**src/rtl/present_pkg.sv**
```systemverilog
// PRESENT-80 shared definitions: S-box, round count,
// controller states and key-schedule helpers.
package present_pkg;

  localparam int ROUNDS = 31;

  // nibble i of the table is S(i)
  localparam logic [63:0] SBOX_TBL = 64'h21748FE3DA09B65C;

  typedef enum logic [1:0] {
    IDLE,
    RUN,
    FINAL,
    DONE
  } ctrl_state_e;

  function automatic logic [3:0] sbox(input logic [3:0] x);
    return SBOX_TBL[{x, 2'b00} +: 4];
  endfunction

  function automatic logic [63:0] round_key(input logic [79:0] key80);
    return key80[79:16];
  endfunction

  function automatic logic [79:0] key_update(
    input logic [79:0] key80,
    input logic [4:0]  rc5
  );
    logic [79:0] k;
    k = {key80[18:0], key80[79:19]};
    k[79:76] = sbox(k[79:76]);
    k[19:15] = k[19:15] ^ rc5;
    return k;
  endfunction

endpackage

```
**src/rtl/present_key_sched.sv**
```systemverilog
// 80-bit PRESENT key register with on-the-fly schedule.
// Load captures the user key; step advances one round.
module present_key_sched
  import present_pkg::*;
(
  input  logic        clk_i,
  input  logic        rst_ni,
  input  logic        load_i,
  input  logic        step_i,
  input  logic [79:0] key_i,
  input  logic [4:0]  rc_i,
  output logic [63:0] rk_o
);

  logic [79:0] key_q;

  // key register: load wins over step
  always_ff @(posedge clk_i) begin
    if (!rst_ni) begin
      key_q <= '0;
    end else if (load_i) begin
      key_q <= key_i;
    end else if (step_i) begin
      key_q <= key_update(key_q, rc_i);
    end
  end

  assign rk_o = round_key(key_q);

endmodule

```
**src/rtl/sub_per.sv**
```systemverilog
// PRESENT round datapath: S-box layer then bit permutation.
// Bit i moves to 16*i mod 63; bit 63 stays put.
module sub_per
  import present_pkg::*;
(
  input  logic [63:0] data_i,
  output logic [63:0] data_o
);

  logic [63:0] s;

  // substitute every nibble, then scatter bits
  always_comb begin
    s = '0;
    data_o = '0;
    for (int i = 0; i < 16; i++) begin
      s[4*i +: 4] = sbox(data_i[4*i +: 4]);
    end
    for (int i = 0; i < 64; i++) begin
      data_o[(i == 63) ? 63 : ((i * 16) % 63)] = s[i];
    end
  end

endmodule

```
**src/rtl/present_enc_ctrl.sv**
```systemverilog
// Iterative PRESENT-80 encryption controller.
// One sub_per round per clock, final whitening, then hold.
module present_enc_ctrl #(
  parameter int ROUNDS = present_pkg::ROUNDS
) (
  input  logic        clk_i,
  input  logic        rst_ni,
  input  logic        start_i,
  input  logic [63:0] data_i,
  input  logic [79:0] key_i,
  output logic        ready_o,
  output logic [63:0] data_o,
  output logic        valid_o,
  input  logic        ack_i,
  output logic [4:0]  round_o
);

  import present_pkg::*;

  localparam logic [4:0] LAST = 5'(ROUNDS);

  ctrl_state_e state_q, state_d;

  logic [63:0] st_q;
  logic [63:0] out_q;
  logic [4:0]  round_q;
  logic [63:0] rk;
  logic [63:0] sp_out;
  logic        load;
  logic        step;

  present_key_sched u_ks (
    .clk_i  (clk_i),
    .rst_ni (rst_ni),
    .load_i (load),
    .step_i (step),
    .key_i  (key_i),
    .rc_i   (round_q),
    .rk_o   (rk)
  );

  sub_per u_sp (
    .data_i (st_q ^ rk),
    .data_o (sp_out)
  );

  // state register
  always_ff @(posedge clk_i) begin
    if (!rst_ni) begin
      state_q <= IDLE;
    end else begin
      state_q <= state_d;
    end
  end

  // next state and key-schedule controls
  always_comb begin
    state_d = state_q;
    load    = 1'b0;
    step    = 1'b0;
    unique case (state_q)
      IDLE: begin
        if (start_i) begin
          load    = 1'b1;
          state_d = RUN;
        end
      end
      RUN: begin
        step = 1'b1;
        if (round_q == LAST) begin
          state_d = FINAL;
        end
      end
      FINAL: begin
        state_d = DONE;
      end
      DONE: begin
        if (ack_i) begin
          state_d = IDLE;
        end
      end
      default: state_d = IDLE;
    endcase
  end

  // cipher state, output and round counter
  always_ff @(posedge clk_i) begin
    if (!rst_ni) begin
      st_q    <= '0;
      out_q   <= '0;
      round_q <= '0;
    end else begin
      unique case (state_q)
        IDLE: begin
          if (start_i) begin
            st_q    <= data_i;
            round_q <= 5'd1;
          end
        end
        RUN: begin
          st_q <= sp_out;
          if (round_q != LAST) begin
            round_q <= round_q + 5'd1;
          end
        end
        FINAL: begin
          out_q <= st_q ^ rk;
        end
        DONE: begin
          if (ack_i) begin
            round_q <= '0;
          end
        end
        default: ;
      endcase
    end
  end

  assign ready_o = (state_q == IDLE);
  assign valid_o = (state_q == DONE);
  assign data_o  = out_q;
  assign round_o = round_q;

endmodule

```
**config.mk**
```make
export PLATFORM = sky130hd
export DESIGN_NAME = present_enc_ctrl
export DESIGN_NICKNAME = d
export VERILOG_FILES = /design/src/rtl/present_pkg.sv /design/src/rtl/present_key_sched.sv /design/src/rtl/sub_per.sv /design/src/rtl/present_enc_ctrl.sv
export SDC_FILE = /design/constraint.sdc
export NUM_CORES = 1
export LEC_CHECK = 0
export CAP_MARGIN = 20
export CORE_MARGIN = 1
export CORE_UTILIZATION = 65
export CTS_CLUSTER_DIAMETER = 120
export DETAILED_ROUTE_END_ITERATION = 12
export DONT_BUFFER_PORTS = 1
export PLACE_DENSITY_LB_ADDON = 0.08
export SYNTH_ARGS = -nofsm -noshare
export SYNTH_HDL_FRONTEND = slang
export SYNTH_SLANG_ARGS = --single-unit
```
**constraint.sdc**
```tcl
create_clock -name clk_i -period 6.6 [get_ports clk_i]
set_clock_uncertainty 0.2 [all_clocks]
set_input_delay 0.99 -clock clk_i [delete_from_list [all_inputs] [get_ports clk_i]]
set_output_delay 0.99 -clock clk_i [all_outputs]
set_load 0.01 [all_outputs]
```
==> flow_summary.toml <==
[placement]
postPlaceCellArea_sq_um = 11900
dp_cells = 1535
dp_hpwl_microns = 25600
portBuffers = 0
gp_congestion = 1.02

[synthesis]
synth.most_common_cell = "dfxtp_1"
syn-num-nets = 1606
synth_cells = 1399
yosysTopAreaCell = "dfxtp_1"
ys_warn_count = 0
synth_edf_count = 0
synthesis.area_sq_um = 11900
ys.flop_type = "dfxtp_1"
synthTopCellsByCount = "215 x dfxtp_1, 198 x nor2_1, 146 x a211oi_1"
synth.avg_cell_area_sq_um = 8.52
netlist.area_leader.share = 0.361
ys_top_cells_by_area = "dfxtp_1 36%, a211oi_1 9.2%, mux2i_1 7.6%"
async_flop_share = 0
ys_seq_elements = 215
ys_types = 56
ys_seq_area_frac = 0.361

[global_route]
grt_pass1_wl_microns = 51700
antenna_found_initial = 2
grt_max_degree = 93
overflow = 0
grt_pass1_vias = 8989
grt_usage = 0.365

[status]
status = "finished clean"

[sta]
setup_viol = 0
grt_setup_unrepaired = "no"
fin_crit_sh = 0.533
tns_ns = 0
worst_pin_slew_ns = 1.11
slew_headroom = 0.258
maxSlewViolCount = 0
max_freq_ghz = 0.284
hold_viol = 0
layout_min_cycle_time_ns = 3.52

[clock_tree]
ctsHoldBuffers = 0
cts_tree = "built"
clock_sinks = 215
path_clk_slew_ns = 0.06
numCtsBuffers = 24
cts_setup_buffers = 0
ctsResizeCount = 0
clk_path_buf_depth = 3
insertion_delay_ns = 0.53
root_buffer = "clkbuf_16"
cts_htree_levels = 1

[floorplan]
io_pins = 219
die_width_microns = 137
rows = 49
core_sq_um = 18000
die_area_sq_um = 18900
start_util = 0.663
die_y_microns = 137

[flow_run]
cap_violations = 0

[critical_path]
crit_path_start_kind = "register"
critPathMaxFanout = 47
crit_path_end_kind = "register"
r2r_cells = 7
r2r_slack_ns = 3.08
arrival_ns = 3.78
criticalPathCategory = "reg -> reg"
r2r-end = "st_q[21]"
regToRegStartpoint = "state_q[1]"
required_ns = 6.86

[drt]
routed_wl_microns = 35100
routedWlPerCell_microns = 22.2
vias_per_cell = 6.53
drt_pass1_iterations = 7
vias = 10316
met3_wirelength_microns = 4000
initialDrtViolationCount = 976
highest_layer = "met4"
wl_met1_microns = 14700
ant_nets = 0
routed-wl-met2_microns = 14900
drc = 0

[power_and_ir_drop]
p_sw_frac = 0.488
power_switching_mw = 4.17
clkPwrFrac = 0.151
p_per_area_nw_per_um2 = 676
p_int_mw = 4.37
vdd_drop_max_mv = 0.341
leakagePower_nw = 4.89
power_frac_seq = 0.292
power_frac_comb = 0.557
power_mw = 8.54

[final_layout]
final_area_sq_um = 12600
fin_cells = 1580
drive_gt1_frac = 0.0549
postLayoutCoreUtil = 0.704
final_nets = 1539
syn_to_final_growth_pct = 6.08

[worst_hold_path]
min_to = "st_q[17]"
min_path_type = "reg -> reg"
holdPathStages = 1
worstHoldStart = "st_q[17]"
==> worst max-delay path by stage <==
stage / endpoint / slack, ns / from
floorplan: st_q[60] / 4.33 / rst_ni
global placement: st_q[7] / 3.23 / state_q[1]
detailed placement: st_q[21] / 3.15 / state_q[1]
CTS: st_q[21] / 3.14 / state_q[1]
global route: st_q[7] / 2.93 / state_q[1]
finish: st_q[21] / 3.08 / state_q[1]
==> metrics by stage <==
step	hold slack, ns	worst slack [ns]
floorplan	0.246	4.33
global placement	0.256	3.23
detailed placement	0.263	3.15
CTS	0.277	3.14
global route	0.303	2.93
finish	0.274	3.08
==> worst max-delay path, cell delays in order (launching register included) <==
cell     delay [ns]
dfxtp_1        0.36
inv_1          0.13
ha_4           0.58
mux2_2         0.89
and2_1         0.78
o21ai_0        0.20
a21oi_1        0.20
a21o_1         0.10
==> cell families (layout without fill, tap and decap cells) <==
kind of cell / Yosys count / count (layout) / share of synthesized area
simple gates: 348 / 348 / 0.123
mux: 105 / 105 / 0.0992
compound gates: 421 / 421 / 0.232
other cells: 0 / 2 / 0
buf+inv: 162 / 112 / 0.0548
xor+xnor: 89 / 89 / 0.0673
flops: 215 / 215 / 0.361
fa+ha+maj: 59 / 59 / 0.0620
==> registers in the layout, summed over array words and instances, names as in the netlist <==
| name | cells |
|---|---|
| state_q | 2 |
| st_q | 64 |
| data_o | 64 |
| u_ks.key_q | 80 |
| round_o | 5 |
==> layout by cell type, fill, tap and decap left out, types with 6 or more instances in the layout <==
cell type	instances
nor3_1	20
mux2_2	6
a21o_1	8
clkinv_2	6
o2111ai_1	10
mux4_2	6
clkbuf_8	7
buf_4	7
o211ai_1	10
nor2_1	198
mux2i_1	90
a211oi_1	146
and3_1	10
xor2_1	22
clkbuf_16	24
a32o_1	8
dfxtp_1	215
o21ai_0	89
nor4_1	11
a22oi_1	6
xnor2_1	64
a31oi_1	25
ha_1	57
inv_1	60
a32oi_1	7
nand3_1	17
nand2_1	74
a21oi_1	86
==> routing by layer <==
layer  global-route usage  up-vias
met5                    0        -
met3               0.0835       82
met1                0.503     4787
li1                     -     4921
met4                0.156        0
met2                0.543      526
==> power groups by stage <==
stage / sequential (mW) / clock [mW] / combinational (mW)
4_1_cts: 2.47 / 1.30 / 4.68
3_3_place_gp: 2.48 / 0 / 4.55
5_1_grt: 2.54 / 1.34 / 5.25
2_1_floorplan: 2.24 / 0 / 3.74
6_report: 2.49 / 1.29 / 4.76
3_5_place_dp: 2.49 / 0 / 4.64
==> final cells by class <==
class / count / area [sq um]
multi-input combinational: 1022 / 6990
antenna: 2 / 5.00
timing repair buffer: 7 / 52.6
sequential: 215 / 4300
clock buffer: 36 / 716
tap: 229 / 287
clock inverter: 7 / 46.3
inverter: 62 / 235
fill: 1477 / 5330
Note: power is estimated with default switching activity, not from simulation.
